**config.mk**
```make
export PLATFORM = sky130hd
export DESIGN_NAME = memory_access_controller
export DESIGN_NICKNAME = d
export VERILOG_FILES = /design/src/rtl/mem_ctrl_pkg.sv /design/src/rtl/arbiter_2port.sv /design/src/rtl/memory_access_controller.sv
export SDC_FILE = /design/constraint.sdc
export NUM_CORES = 1
export LEC_CHECK = 0
export ABC_AREA = 1
export BUFFER_PORTS_ARGS = -buffer_cell sky130_fd_sc_hd__buf_4
export CORE_MARGIN = 5
export CORE_UTILIZATION = 45
export DETAILED_ROUTE_END_ITERATION = 16
export GPL_TIMING_DRIVEN = 0
export MAX_ROUTING_LAYER = met4
export PLACE_DENSITY = 0.79
export SKIP_LAST_GASP = 1
export SLEW_MARGIN = 20
export SYNTH_ARGS = -nofsm -noshare
export SYNTH_HDL_FRONTEND = slang
export SYNTH_SLANG_ARGS = --single-unit
```
**constraint.sdc**
```tcl
create_clock -name clk -period 1.8 [get_ports clk]
set_clock_uncertainty 0.05 [all_clocks]
set_input_delay 0.27 -clock clk [delete_from_list [all_inputs] [get_ports clk]]
set_output_delay 0.27 -clock clk [all_outputs]
set_load 0.02 [all_outputs]
```
**src/rtl/mem_ctrl_pkg.sv**
```systemverilog
// Shared encodings for the MAR-based RAM access controller.
// Arbitration mode is selected by the MEM_ARB_ROUND_ROBIN_EN macro (see arbiter_2port).
package mem_ctrl_pkg;

    localparam logic [1:0] S_IDLE   = 2'd0;
    localparam logic [1:0] S_LOAD   = 2'd1;
    localparam logic [1:0] S_ACCESS = 2'd2;
    localparam logic [1:0] S_RESP   = 2'd3;

    localparam int unsigned PORT_FETCH = 0;
    localparam int unsigned PORT_DATA  = 1;

    typedef enum logic [1:0] {
        StIdle   = S_IDLE,
        StLoad   = S_LOAD,
        StAccess = S_ACCESS,
        StResp   = S_RESP
    } state_e;

    function automatic logic [1:0] port_onehot(input logic port);
        return port ? 2'b10 : 2'b01;
    endfunction

endpackage

```
**src/rtl/arbiter_2port.sv**
```systemverilog
// Two-port request arbiter holding the priority pointer.
// MEM_ARB_ROUND_ROBIN_EN selects round-robin; otherwise port 0 (fetch) always wins.
module arbiter_2port
    import mem_ctrl_pkg::*;
(
    input  logic       clk,
    input  logic       reset,
    input  logic [1:0] req,
    input  logic       advance,
    output logic [1:0] grant
);

    logic ptr_q, ptr_d;

    // ptr_q names the port that wins a simultaneous request
    always_comb begin
        grant = 2'b00;
        if (ptr_q) begin
            if (req[PORT_DATA])       grant = 2'b10;
            else if (req[PORT_FETCH]) grant = 2'b01;
        end else begin
            if (req[PORT_FETCH])      grant = 2'b01;
            else if (req[PORT_DATA])  grant = 2'b10;
        end
    end

    always_comb begin
        ptr_d = ptr_q;
`ifdef MEM_ARB_ROUND_ROBIN_EN
        if (advance && (grant != 2'b00)) ptr_d = grant[PORT_FETCH];
`else
        if (advance) ptr_d = 1'b0;
`endif
    end

    always_ff @(posedge clk) begin
        if (reset) ptr_q <= 1'b0;
        else       ptr_q <= ptr_d;
    end

endmodule

```
**src/rtl/memory_access_controller.sv**
```systemverilog
// Sequences the MAR-based RAM for a fetch port and a data port, one phase per cycle.
// Arbitration policy comes from MEM_ARB_ROUND_ROBIN_EN inside arbiter_2port.
module memory_access_controller
    import mem_ctrl_pkg::*;
#(
    parameter int unsigned DATA_W = 16,
    parameter int unsigned ADDR_W = 8
) (
    input  logic              clk,
    input  logic              reset,
    input  logic [1:0]        req,
    input  logic [1:0]        we,
    input  logic [ADDR_W-1:0] addr0,
    input  logic [ADDR_W-1:0] addr1,
    input  logic [DATA_W-1:0] wdata0,
    input  logic [DATA_W-1:0] wdata1,
    output logic [1:0]        ack,
    output logic [1:0]        done,
    output logic [DATA_W-1:0] rdata,
    output logic              busy,
    output logic [ADDR_W-1:0] mem_address,
    output logic              mem_set_address,
    output logic              mem_set,
    output logic              mem_enable,
    output logic [DATA_W-1:0] mem_data_in,
    input  logic [DATA_W-1:0] mem_data_out
);

    state_e            state_q, state_d;
    logic              port_q, port_d;
    logic              we_q, we_d;
    logic [ADDR_W-1:0] addr_q, addr_d;
    logic [DATA_W-1:0] wdata_q, wdata_d;
    logic [DATA_W-1:0] rdata_q, rdata_d;
    logic [1:0]        grant;
    logic              advance;

    arbiter_2port u_arbiter (
        .clk     (clk),
        .reset   (reset),
        .req     (req),
        .advance (advance),
        .grant   (grant)
    );

    always_comb begin
        state_d         = state_q;
        port_d          = port_q;
        we_d            = we_q;
        addr_d          = addr_q;
        wdata_d         = wdata_q;
        rdata_d         = rdata_q;
        ack             = 2'b00;
        done            = 2'b00;
        mem_set_address = 1'b0;
        mem_set         = 1'b0;
        mem_enable      = 1'b0;
        unique case (state_q)
            StIdle: begin
                // No grant is issued while reset is held
                if (!reset && (grant != 2'b00)) begin
                    ack     = grant;
                    state_d = StLoad;
                    port_d  = grant[PORT_DATA];
                    we_d    = we[grant[PORT_DATA]];
                    addr_d  = grant[PORT_DATA] ? addr1 : addr0;
                    wdata_d = grant[PORT_DATA] ? wdata1 : wdata0;
                end
            end
            StLoad: begin
                mem_set_address = 1'b1;
                state_d         = StAccess;
            end
            StAccess: begin
                if (we_q) begin
                    mem_set = 1'b1;
                end else begin
                    mem_enable = 1'b1;
                    rdata_d    = mem_data_out;
                end
                state_d = StResp;
            end
            StResp: begin
                done    = port_onehot(port_q);
                state_d = StIdle;
            end
            default: state_d = StIdle;
        endcase
    end

    assign advance     = (ack != 2'b00);
    assign busy        = (state_q != StIdle);
    assign mem_address = busy ? addr_q : '0;
    assign mem_data_in = busy ? wdata_q : '0;
    assign rdata       = rdata_q;

    always_ff @(posedge clk) begin
        if (reset) begin
            state_q <= StIdle;
            port_q  <= 1'b0;
            we_q    <= 1'b0;
            addr_q  <= '0;
            wdata_q <= '0;
            rdata_q <= '0;
        end else begin
            state_q <= state_d;
            port_q  <= port_d;
            we_q    <= we_d;
            addr_q  <= addr_d;
            wdata_q <= wdata_d;
            rdata_q <= rdata_d;
        end
    end

endmodule

```
Yosys cells after proc, flatten, opt, wreduce, memory -nomap -nowiden
Cells that the tools add are included.
{ "op_classes": {"add_sub_neg": 0, "multipliers": 0, "div": 0, "n_lt_le_gt_ge": 1, "n_eq_ne": 4, "shifts": 0, "n_mux": 19, "n_bitwise": 1, "reduce_logical": 7} }
{ "op_table": {"columns": ["cell", "count"], "rows": [
  ["16-bit two-way mux", 2],
  ["8-bit two-way mux", 2],
  ["2-bit two-way mux", 7],
  ["2-bit case mux with 4 select lines", 1],
  ["1-bit two-way mux", 7],
  ["2-bit equality test (second input constant)", 2],
  ["2-bit AND reduction", 2],
  ["2-bit nonzero test", 2],
  ["2-bit by 1-bit equality test with 1-bit output (second input constant)", 1],
  ["2-bit zero test", 1],
  ["1-bit by 2-bit less-than comparator with 1-bit output (second input constant)", 1],
  ["2-bit inequality test (second input constant)", 1],
  ["1-bit logical AND", 1],
  ["1-bit zero test", 1],
  ["1-bit NOT", 1]
]} }
{ "word_totals": {"ff_bits": 44, "latch_bits": 0, "ramBits": 0, "mem_bits_ro": 0, "in_bits": 70, "out_inout_bits": 48, "mem_count": 0} }

Longest topological paths before layout
Gate-level depths: netlist of the first run.
{ "depth": {"word_depth": 6, "ltp_mapped": 8, "ltp_nobuf": 7} }

By module
From an unflattened synthesis of the first run, not the netlist that was laid out.
{ "unflattened": {"cells_unflattened": 375, "hier_area_um2": 2272.2} }
{ "modules_own_cells": {"columns": ["module", "n_inst", "cells_per_inst", "area_each_um2", "seq_area_each_um2"], "rows": [
  ["memory_access_controller", 1, 372, 2254.7, 880.8],
  ["arbiter_2port", 1, 3, 17.5, 0.0]
]} }

Least setup slack after synthesis of the first run
OpenSTA, ideal clock, no wires.
{ "synth_timing": {"path_type": "register to register", "startpoint": "reg state_q[0]", "endpoint": "reg port_q", "setup_time_ns": 0.150, "arrival_ns": 1.438, "required_ns": 1.600, "setup_slack_ns": 0.162, "path_stages_with_launch": 6, "path_cell_list": "dfxtp_1 > inv_1 > ha_1 > inv_1 > nor3_1 > o21ai_0"} }
{ "synth_between": {"elab_chain_cells": 2} }
{ "synth_rtl": {"columns": ["item", "line_no", "text"], "rows": [
  ["start, declared", "memory_access_controller.sv:29", "state_e state_q, state_d;"],
  ["start signal, assigned", "memory_access_controller.sv:99", "state_q <= StIdle;"],
  ["start signal, assigned", "memory_access_controller.sv:106", "state_q <= state_d;"],
  ["2-bit zero test", "memory_access_controller.sv:58", "unique case (state_q)"],
  ["2-bit AND reduction (no line)", null, null],
  ["end signal, assigned", "memory_access_controller.sv:107", "port_q <= port_d;"],
  ["end, declared", "memory_access_controller.sv:30", "logic port_q, port_d;"]
]} }
No other way between the ends.
A chain may end at the register's enable or synchronous reset.

Worst setup path in the final report of the first run
{ "layout_timing": {"startpoint": "reg state_q[1]", "endpoint": "out mem_address[3]"} }
{ "layout_between": {"elab_chain_cells": 2} }
{ "layout_rtl": {"columns": ["item", "line_no", "text"], "rows": [
  ["2-bit nonzero test", "memory_access_controller.sv:92", "assign busy = (state_q != StIdle);"],
  ["8-bit two-way mux", "memory_access_controller.sv:93", "assign mem_address = busy ? addr_q : '0;"],
  ["end, declared", "memory_access_controller.sv:21", "output logic [ADDR_W-1:0] mem_address,"]
]} }
No other way between the ends.

==> results by group, run 1 <==
Run status
  – Status: completed

Routing
  – Final WL: between 6 and 7 mm
  – DRC viols: 0
  – Vias per cell: 4.52
  – Drt pass-1 iters: 4
  – Post-route ant nets: 0
  – Routed via count: between 2000 and 2500
  – DR WL/cell: approximately 12 µm
  – Initial DRC Count: a little over 80

Clocking
  – Clock Sinks: 44
  – Num CTS Buffers: 5
  – Root buf cell: clkbuf_8
  – # H-tree levels: 2
  – Clk_lat worst skew: 0.29 ns
  – # hold bufs at CTS: 0
  – Clock Pin Slew Worst Setup and Hold Paths: 0.08 ns
  – Max Root-Sink Buffers: 2
  – CTS tree: done

Yosys
  – Most numerous cell in the Yosys netlist: nand2_1
  – Fraction of registers with async set/reset: 0
  – Synthesized Nets: roughly 420
  – FF+latch count, synth: 44
  – Yosys warnings: 0
  – Largest cells by area after synthesis: dfxtp_1 38%, nand2_1 21%, nor2_1 9.7%
  – Post-synth cell types: 20
  – Seq/Total Area, Yosys: 0.384
  – Top-area cell type share of the netlist area: 0.384
  – Synthesized instance count: 346
  – Top post-synthesis cells by count: 131 x nand2_1, 59 x nor2_1, 44 x dfxtp_1, 34 x inv_1, 24 x o21ai_2
  – Post-synth EDFFs: 0
  – Dominant synthesized flop cell: dfxtp_1
  – Synthesized area: 2290 µm²
  – Post-synth top area cell: dfxtp_1
  – Avg Cell Area, Syn: roughly 6.6 µm²

Min path
  – Hold crit path type: input pin to flip-flop
  – WHS Path Cells: 3
  – HP Start: mem_data_out[13]
  – Hold Path End: rdata[13]

STA
  – Fin crit period: between 1.5 and 2 ns
  – # setup viols final: 0
  – Worst slew margin: 0.671
  – Max-slew violations: 0
  – Slew @ Worst Pin: ~0.5 ns
  – Max Freq: roughly 0.57 GHz
  – Final period util: 0.982
  – RSZ-0062 raised after global routing: true
  – Fin. Hold Viols: 0

Floorplanning
  – Die Y: slightly above 80 µm
  – I/O Pins: about 120
  – Core Region: 5040 µm²
  – DIE AREA: 6620 µm²
  – Row count: 26
  – Chip width: between 80 and 90 µm
  – Initial core utilization: 0.455

Global routing
  – Initial antenna violation count: 0
  – Vias in the first global route: 2354
  – Gr ovfl total: 0
  – First-pass GRT wire length: just over 10 mm
  – Largest net degree at the start of global routing: 13
  – All-layer global routing usage: 0.203

Worst setup path
  – Crit path cell chain: inv_2 -> ha_2 -> buf_6 -> buf_6 -> nor2_2 -> buf_4
  – Worst EP required: between 1 and 1.5 ns
  – RR Endpoint: rdata[8]
  – WS Path Type: flip-flop to output pin
  – Max stage delay on crit path: about 0.35 ns
  – Buf/Inv on CP: 4
  – Critical Path Start Type: flip-flop
  – Reg-to-Reg Start: state_q[0]
  – Worst path slowest cell: dfxtp_2
  – Worst Path Max Fanout: 10
  – Flop-to-flop setup slack: between 0.15 and 0.2 ns
  – CP arrival: between 1 and 1.5 ns
  – CP endpoint kind: output pin
  – R2R cell count: 9
  – Critical path's top delay family: buffers and inverters
  – Most frequent CP cell: buf_6

Final layout
  – Final #Nets: 550
  – Synth-to-layout area growth: 51.4%
  – Filler cells: roughly 470
  – Finished Core Util: 0.688
  – Register area: just under 900 µm²
  – Antenna cells: 0
  – Area of the multi-input gates: ~1200 µm²
  – Layout cell share with drive strength beyond 1: 0.403

Power
  – Power per cell area: about 1300 nW/µm²
  – Worst VDD drop: ~0.84 mV
  – Overall Power: 4.53 mW
  – Leak pwr: roughly 1.8 nW

Place
  – GPL Wtd Cong: ~0.78
  – DPL Wire Length: around 5 mm
  – IO Port Bufs: 117

Job
  – Max cap viols: 0
where the power goes:
part           switching, mW  internal (mW)
Combinational           1.40           1.06
Clock                  0.320          0.313
Sequential             0.158           1.28
cell type report:
| class | instances | area share |
|---|---|---|
| Timing Repair Buffer | 122 | 0.268 |
| Tap cell | 70 | 0.0252 |
| Inverter | 36 | 0.0389 |
| Sequential cell | 44 | 0.255 |
| Multi-Input combinational cell | 248 | 0.344 |
| Buffer | 18 | 0.0436 |
| Clock buffer | 8 | 0.0260 |
worst max path at each step:
stage | from | depth (start not counted) | end | slack [ns]
CTS | state_q[0] | 6 | mem_address[3] | -0.07
floorplan | state_q[0] | 5 | port_q | 0.16
finish | state_q[1] | 6 | mem_address[3] | 0.03
detailed placement | state_q[1] | 6 | mem_data_in[11] | -0.05
global route | state_q[1] | 6 | mem_data_in[10] | -0.02
global placement | state_q[1] | 6 | mem_data_in[11] | -0.03
layout by cell type (no fill, tap or decap):
cell	count
nand2_1	131
buf_4	123
nor2_1	46
dfxtp_1	42
inv_1	32
o21ai_2	24
o21ai_0	17
nor2_2	13
buf_6	11
clkbuf_1	6
clkbuf_8	6
inv_2	4
ha_1	4
nor2_4	3
a21oi_1	2
nand3_1	2
o21ai_1	2
dfxtp_2	2
nor3_2	1
buf_8	1
buf_2	1
or2_2	1
nand2_2	1
ha_2	1
through the flow:
stage | TNS (ns) | instances | hold slack, ns | setup slack [ns] | cell area [µm²]
after global placement | -0.139 | 533 | 0.412 | -0.0320 | 3260
after CTS | -0.989 | 543 | 0.135 | -0.0683 | 3390
final | 0 | 546 | 0.143 | 0.0319 | 3470
after global routing | -0.113 | 546 | 0.141 | -0.0215 | 3470
after detailed placement | -0.472 | 533 | 0.415 | -0.0483 | 3260
after floorplan | 0 | 346 | 0.355 | 0.162 | 2290
worst min-delay path: stages:
cell and delay [ns]:
buf_4 0.07, nor2_1 0.03, nor2_1 0.08
registers in the layout, summed over array words and instances (netlist names):
signal	cells
rdata	16
port_q	1
wdata_q	16
addr_q	8
state_q	2
we_q	1
layer usage:
layer,GRT usage,part of all wire,up-vias
met5,-,0,-
met4,0.0574,0.014,0
met3,0.0676,0.096,10
met2,0.331,0.47,90
met1,0.238,0.42,1069
li1,-,-,1299
logic make-up (layout without fill, tap and decap cells):
kind of cell	after synthesis	in the layout	synth area share
simple gates	198	198	0.338
flops	44	44	0.384
buf+inv	54	184	0.113
fa+ha+maj	5	5	0.0273
compound gates	45	45	0.138
timing repair:
action                                 in CTS  in global routing
pin swaps                                   2                  0
endpoints found under the hold margin       0                  0
resized for setup                          12                 21
buffers inserted                            2                  3
setup endpoints to repair                  23                 22
Power figures use the tool's default switching activity.
==> run 2: changes to the inputs <==
==> constraint.sdc (replaced) <==
create_clock -name clk -period 1.8 [get_ports clk]
set_clock_uncertainty 0.05 [all_clocks]
set_input_delay 0 -clock clk [delete_from_list [all_inputs] [get_ports clk]]
set_output_delay 0 -clock clk [all_outputs]
set_load 0.02 [all_outputs]
==> run 2 against run 1 <==
Total power decreased by 0.74%. Sequential power barely moved. Clock-buffer cell count stayed put. Non-clock buffer count rose by 62. Combinational power fell by 2%. Critical path type unchanged. Largest cell class is now non-clock buffers. Clock power up 0.9%. Critical path depth is the same. Hold slack worse by 0.054 ns. Highest routed layer unchanged. Wire length increased by 28%. Die area unchanged. Via count increased by 16%.
==> results by group, run 2 (synthesis results as in run 1) <==
Routing
  – Top Layer Used: met4
  – DR WL/cell: 13.6 µm (+15%)
  – Drt pass-1 iters: 4 (unchanged)
  – DRC viols: 0 (unchanged)
  – Final WL: 8.26 mm (+28%)
  – Post-route ant nets: 0 (unchanged)
  – Initial DRC Count: 136 (+64%)
  – Vias per cell: 4.70 (+3.9%)
  – Met2 routed wirelength: 4.12 mm (+37%)
  – WL met1: 3.32 mm (+23%)
  – Routed via count: 2856 (+16%)
  – Routed wl met3: 596 µm (-3.9%)

Power
  – Sequential share of power: 0.320 (+0.002)
  – P_int: 2.61 mW (-1.5%)
  – Switching Power: 1.89 mW (+0.26%)
  – Power per cell area: 1120 nW/µm² (-15%)
  – Worst VDD drop: 0.761 mV (-9.9%)
  – Sw Share: 0.419 (+0.00421)
  – Leak pwr: 2.04 nW (+14%)
  – Power share of the combinational group: 0.538 (-0.005)
  – Clock group share of total power: 0.142 (+0.002)

Final layout
  – Most frequent cells in the layout: 131 x nand2_1, 122 x buf_4, 67 x dlygate4sd3_1
  – Most common cell after layout, fill and taps aside: nand2_1
  – Layout cell share with drive strength beyond 1: 0.316 (-0.0874)
  – Antenna cells: 0 (unchanged)
  – Fin area: 4030 µm² (+16%)
  – Area of the multi-input gates: 1150 µm² (-3.1%)
  – Register area: 882 µm² (-0.14%)
  – Synth-to-layout area growth: 75.8%
  – Filler cells: 335 (-28%)
  – Post-Layout Cell Count: 608 (+11%)
  – Final #Nets: 612 (+11%)

Place
  – Pre-CTS WS: 0.222 ns (+0.270 ns)
  – Cell Area, Placed: 3260 µm² (unchanged)
  – Placed Cells: 533 (unchanged)
  – DPL Wire Length: 4.94 mm (unchanged)
  – IO Port Bufs: 117 (unchanged)
  – GPL Wtd Cong: 0.779 (unchanged)

Clocking
  – # H-tree levels: 2 (unchanged)
  – Root buf cell: clkbuf_8
  – CTS tree: done
  – Clk_lat worst skew: 0.29 ns (about the same)
  – Clock Sinks: 44 (unchanged)
  – Num CTS Buffers: 5 (unchanged)
  – Max Root-Sink Buffers: 2 (unchanged)
  – Clock Pin Slew Worst Setup and Hold Paths: 0.08 ns (about the same)

STA
  – Final period util: 0.947 (-0.0348)
  – # setup viols final: 0 (unchanged)
  – Slew @ Worst Pin: 0.473 ns (-0.0204 ns)
  – Fin. Hold Viols: 0 (unchanged)
  – Max-slew violations: 0 (unchanged)
  – Worst setup margin: 0.0946 ns (+0.0627 ns)
  – Max Freq: 0.586 GHz (+3.7%)
  – Post-route setup TNS: 0 ns (unchanged)
  – Fin crit period: 1.71 ns (-0.0627 ns)
  – Hold slack: 0.0885 ns (-0.0545 ns)
  – Worst slew margin: 0.685 (+0.0136)
  – RSZ-0062 raised after global routing: false

Worst setup path
  – Flop-to-flop setup slack: 0.15 ns (-0.03 ns)
  – Crit path to: mem_data_in[14]
  – CP arrival: 1.66 ns (+0.21 ns)
  – Critical Path Start Type: flip-flop
  – CP endpoint kind: output pin
  – R2R cell count: 8 (-1)
  – WS Path Type: flip-flop to output pin
  – Critical path origin: state_q[1]
  – Worst EP required: 1.75 ns (+0.27 ns)
  – Worst Path Max Fanout: 10 (unchanged)
  – RR Endpoint: rdata[6]
  – Reg-to-Reg Start: state_q[0]

Floorplanning
  – I/O Pins: 118 (unchanged)
  – Chip width: 81.4 µm (unchanged)
  – DIE AREA: 6620 µm² (unchanged)
  – Core Region: 5040 µm² (unchanged)
  – Die Y: 81.4 µm (unchanged)
  – Row count: 26 (unchanged)
  – Initial core utilization: 0.455 (unchanged)

Min path
  – Hold crit path type: input pin to flip-flop
  – WHS Path Cells: 5 (+2)

Global routing
  – First-pass GRT wire length: 13.3 mm (+28%)
  – All-layer global routing usage: 0.265 (+0.0617)
  – Initial antenna violation count: 0 (unchanged)
  – Vias in the first global route: 2978 (+27%)
  – Largest net degree at the start of global routing: 13 (unchanged)
  – Gr ovfl total: 0 (unchanged)

Run status
  – Status: completed

Job
  – Max cap viols: 0 (unchanged)
[run 2: changes by cell type in the layout (fill, tap and decap cells not counted), moves of 2 or more]
cell / change
nor2_1: +12
buf_6: -6
inv_1: +2
dlygate4sd3_1: +67
nor2_2: -12
inv_2: -2
buf_2: +2
[run 2: layout make-up]
type                    count  share of cell area
well taps                  70              0.0217
repair buffers            184               0.384
flip-flops and latches     44               0.219
clock buffers               8              0.0224
multi-input cells         248               0.287
plain buffers              18              0.0326
inverters                  36              0.0335
[run 2: worst min-delay path by stage]
stage,startpoint,slack (ns),to
floorplan,reset,0.04,ack[0]
global placement,mem_data_out[8],0.17,rdata[8]
detailed placement,mem_data_out[13],0.18,rdata[13]
CTS,req[1],0.08,state_q[1]
global route,req[1],0.13,state_q[0]
finish,req[1],0.09,state_q[1]
[run 2: metal layers]
layer	vias to the layer above	track usage
met5	-	-
met4	0	0.0980
met3	22	0.0599
met2	114	0.483
met1	1296	0.276
li1	1424	-
[run 2: per-stage QoR]
step / util / total power [mW]
floorplan: - / 2.82
global placement: 0.646 / 3.62
detailed placement: 0.646 / 3.67
CTS: 0.798 / 4.46
global route: 0.799 / 4.81
finish: 0.799 / 4.50
[run 2: timing repair]
item,CTS,global route
setup endpoints to repair,20,14
endpoints found under the hold margin,42,0
hold buffers,67,0
buffers inserted,0,0
gates resized for setup,2,5
[run 2: critical path, stage by stage, from the launching register on]
cell and delay, ns:
dfxtp_1 0.37, inv_1 0.11, ha_1 0.20, buf_2 0.19, buf_4 0.19, nor2_1 0.15
buf_4 0.16
[run 2: power groups by stage]
| stage | Combinational, mW | Sequential, mW | Clock, mW |
|---|---|---|---|
| 3_5_place_dp | 2.22 | 1.45 | 0 |
| 6_report | 2.42 | 1.44 | 0.639 |
| 5_1_grt | 2.64 | 1.48 | 0.686 |
| 3_3_place_gp | 2.18 | 1.44 | 0 |
| 4_1_cts | 2.37 | 1.43 | 0.656 |
| 2_1_floorplan | 1.24 | 1.58 | 0 |
==> run 3: changes to the inputs <==
--- a/config.mk
+++ b/config.mk
@@ -5,14 +5,13 @@
 export SDC_FILE = /design/constraint.sdc
 export NUM_CORES = 1
 export LEC_CHECK = 0
-export ABC_AREA = 1
 export BUFFER_PORTS_ARGS = -buffer_cell sky130_fd_sc_hd__buf_4
 export CORE_MARGIN = 5
 export CORE_UTILIZATION = 45
 export DETAILED_ROUTE_END_ITERATION = 16
 export GPL_TIMING_DRIVEN = 0
 export MAX_ROUTING_LAYER = met4
-export PLACE_DENSITY = 0.79
+export PLACE_DENSITY = 0.8
 export SKIP_LAST_GASP = 1
 export SLEW_MARGIN = 20
 export SYNTH_ARGS = -nofsm -noshare
==> run 3 against run 2 <==
Area after synthesis fell by 2.9%. Critical endpoint is now wdata_q[4]. Cell area decreased by 1.2%. Final cell count down 19%. Critical path depth up 1. Core utilization grew 3.8 points. Register-to-register slack improved by 0.03 ns.
==> results by group, run 3 <==
Run status
  – Status: completed

Yosys
  – Post-synth top area cell: dfxtp_1
  – Dominant synthesized flop cell: dfxtp_1
  – Most numerous cell in the Yosys netlist: mux2i_1
  – Synthesized area: 2230 µm² (-2.9%)
  – FF+latch count, synth: 44 (unchanged)
  – Top post-synthesis cells by count: 51 x mux2i_1, 44 x dfxtp_1, 32 x nand2_1, 27 x nand2b_1, 19 x nor2b_1
  – Fraction of registers with async set/reset: 0 (unchanged)
  – Post-synth EDFFs: 0 (unchanged)
  – Seq/Total Area, Yosys: 0.396 (+0.0114)
  – Synthesized Nets: 310 (-26%)
  – Largest cells by area after synthesis: dfxtp_1 40%, mux2i_1 23%, nand2b_1 7.6%
  – Avg Cell Area, Syn: 9.47 µm² (+43%)
  – Post-synth cell types: 21 (+5.0%)
  – Yosys warnings: 0 (unchanged)
  – Top-area cell type share of the netlist area: 0.396 (+0.0114)
  – Synthesized instance count: 235 (-32%)

Routing
  – DR WL/cell: 15.0 µm (+10%)
  – Post-route ant nets: 0 (unchanged)
  – Vias per cell: 4.64 (-1.2%)
  – Drt pass-1 iters: 5 (+1)
  – Routed via count: 2288 (-20%)
  – Final WL: 7.39 mm (-11%)
  – Initial DRC Count: 86 (-37%)
  – DRC viols: 0 (unchanged)

Final layout
  – Final #Nets: 500 (-18%)
  – Synth-to-layout area growth: 78.8%
  – Filler cells: 297 (-11%)
  – Antenna cells: 0 (unchanged)
  – Most common cell after layout, fill and taps aside: buf_4
  – Finished Core Util: 0.837 (+0.0378)
  – Register area: 883 µm² (+0.14%)
  – Fin area: 3980 µm² (-1.2%)
  – Most frequent cells in the layout: 116 x buf_4, 68 x dlygate4sd3_1, 50 x mux2i_1
  – Layout cell share with drive strength beyond 1: 0.357 (+0.0408)
  – Area of the multi-input gates: 1240 µm² (+7.5%)

Place
  – DPL Wire Length: 4.39 mm (-11%)
  – GPL Wtd Cong: 0.706 (-9.4%)
  – IO Port Bufs: 116 (-0.85%)
  – Cell Area, Placed: 3180 µm² (-2.4%)

STA
  – Final period util: 0.949 (+0.00191)
  – Fin. Hold Viols: 0 (unchanged)
  – Max Freq: 0.585 GHz (-0.20%)
  – Slew @ Worst Pin: 0.471 ns (-0.00158 ns)
  – Max-slew violations: 0 (unchanged)
  – Worst slew margin: 0.686 (+0.00105)
  – Fin crit period: 1.71 ns (+0.00345 ns)
  – Post-route setup TNS: 0 ns (unchanged)
  – # setup viols final: 0 (unchanged)

Worst setup path
  – CP endpoint kind: flip-flop
  – WS Path Type: input pin to flip-flop
  – Crit path cell chain: dlygate4sd3_1 -> buf_4 -> nand2b_1 -> buf_6 -> mux2i_1 -> dlygate4sd3_1 -> mux2i_1
  – Critical path origin: req[0]
  – R2R cell count: 6 (-2)
  – Worst Path Max Fanout: 8 (-2)
  – CP arrival: 1.84 ns (+0.18 ns)
  – Reg-to-Reg Start: state_q[0]
  – Crit path to: wdata_q[4]
  – Critical Path Start Type: input pin
  – Worst path slowest cell: dlygate4sd3_1
  – Max stage delay on crit path: 0.58 ns (+0.21 ns)
  – Worst EP required: 1.93 ns (+0.18 ns)
  – RR Endpoint: state_q[1]
  – Flop-to-flop setup slack: 0.18 ns (+0.03 ns)

Global routing
  – Largest net degree at the start of global routing: 13 (unchanged)
  – All-layer global routing usage: 0.242 (-0.0232)
  – First-pass GRT wire length: 11.8 mm (-11%)
  – Vias in the first global route: 2449 (-18%)
  – Gr ovfl total: 0 (unchanged)
  – Initial antenna violation count: 0 (unchanged)

Floorplanning
  – Row count: 25 (-3.8%)
  – Core Region: 4750 µm² (-5.7%)
  – Chip width: 80.3 µm (-1.3%)
  – I/O Pins: 118 (unchanged)
  – DIE AREA: 6450 µm² (-2.5%)
  – Die Y: 80.3 µm (-1.3%)
  – Initial core utilization: 0.468 (+0.0136)

Clocking
  – Num CTS Buffers: 5 (unchanged)
  – Clock Sinks: 44 (unchanged)
  – # H-tree levels: 2 (unchanged)
  – Clock Pin Slew Worst Setup and Hold Paths: 0.08 ns (about the same)
  – CTS tree: done
  – Clk_lat worst skew: 0.29 ns (about the same)
  – Post-CTS setup buffers: 0 (unchanged)
  – Max Root-Sink Buffers: 2 (unchanged)
  – Root buf cell: clkbuf_8

Power
  – Worst VDD drop: 0.811 mV (+6.6%)
  – Overall Power: 4.10 mW (-9.0%)
  – Power per cell area: 1030 nW/µm² (-7.8%)
  – Leak pwr: 1.90 nW (-6.8%)

Min path
  – Hold crit path type: input pin to flip-flop

Job
  – Max cap viols: 0 (unchanged)
==> run 3: cell count changes in the layout (fill, tap and decap cells not counted), moves of 15 or more <==
cell	change
nand2_1	-99
nor2_1	-52
mux2i_1	+50
inv_1	-30
nand2b_1	+27
o21ai_2	-24
o21ai_0	-17
a21oi_1	+15
nor2b_1	+15
==> run 3: worst min-delay path by stage <==
stage / start / end / slack [ns] / cells past startpoint
6_report: reset / wdata_q[3] / 0.05 / 3
5_1_grt: reset / wdata_q[3] / 0.1 / 3
4_1_cts: reset / wdata_q[2] / 0.05 / 3
3_5_place_dp: req[0] / port_q / 0.18 / 2
3_3_place_gp: req[0] / port_q / 0.18 / 2
2_1_floorplan: req[0] / port_q / 0.05 / 1
==> run 3: per-layer routing <==
layer	routed length, µm	track usage	vias to the layer above
met2	3790	0.436	82
met3	459	0.0493	5
met1	3100	0.277	1056
li1	-	-	1145
met5	0	-	-
met4	31	0.0490	0
==> run 3: cell families (layout without fill, tap and decap cells) <==
group / count (synthesis) / in the layout / synth area share
buffers and inverters: 21 / 212 / 0.0568
adder cells (fa/ha/maj): 5 / 5 / 0.0281
AND/OR/NAND/NOR: 95 / 95 / 0.243
AO/OA/AOI/OAI: 19 / 19 / 0.0472
multiplexers: 51 / 51 / 0.229
flip-flops: 44 / 44 / 0.396
==> run 3: per-stage QoR <==
stage | cells | hold WS [ns] | worst slack, ns
6_report | 493 | 0.0544 | 0.0911
5_1_grt | 493 | 0.0968 | -0.00289
4_1_cts | 494 | 0.0531 | 0.0281
3_5_place_dp | 418 | 0.185 | 0.162
3_3_place_gp | 418 | 0.175 | 0.200
2_1_floorplan | 235 | 0.0501 | 0.285
==> run 3: final cells by class <==
type,instances,share of cell area
tap,67,0.0211
inverter,5,0.00472
clock buffer,8,0.0226
timing repair buffer,184,0.390
multi-input combinational,170,0.312
sequential,44,0.222
buffer,15,0.0280
==> run 3: worst max-delay path: cells and delay by family <==
kind / cells / cell delay, ns
mux: 2 / 0.25
simple gates: 1 / 0.14
buf+inv: 4 / 1.44
==> run 3: timing repair <==
item | CTS | global route
endpoints found under the hold margin | 43 | 0
endpoints found under the setup margin | 20 | 20
gates cloned | 0 | 0
hold buffers | 68 | 0
resized for setup | 3 | 11
==> run 3: power by group <==
group          total [mW]  internal, mW  switching (mW)
registers            1.37          1.23           0.136
clock network       0.638         0.314           0.325
logic                2.09         0.997            1.09
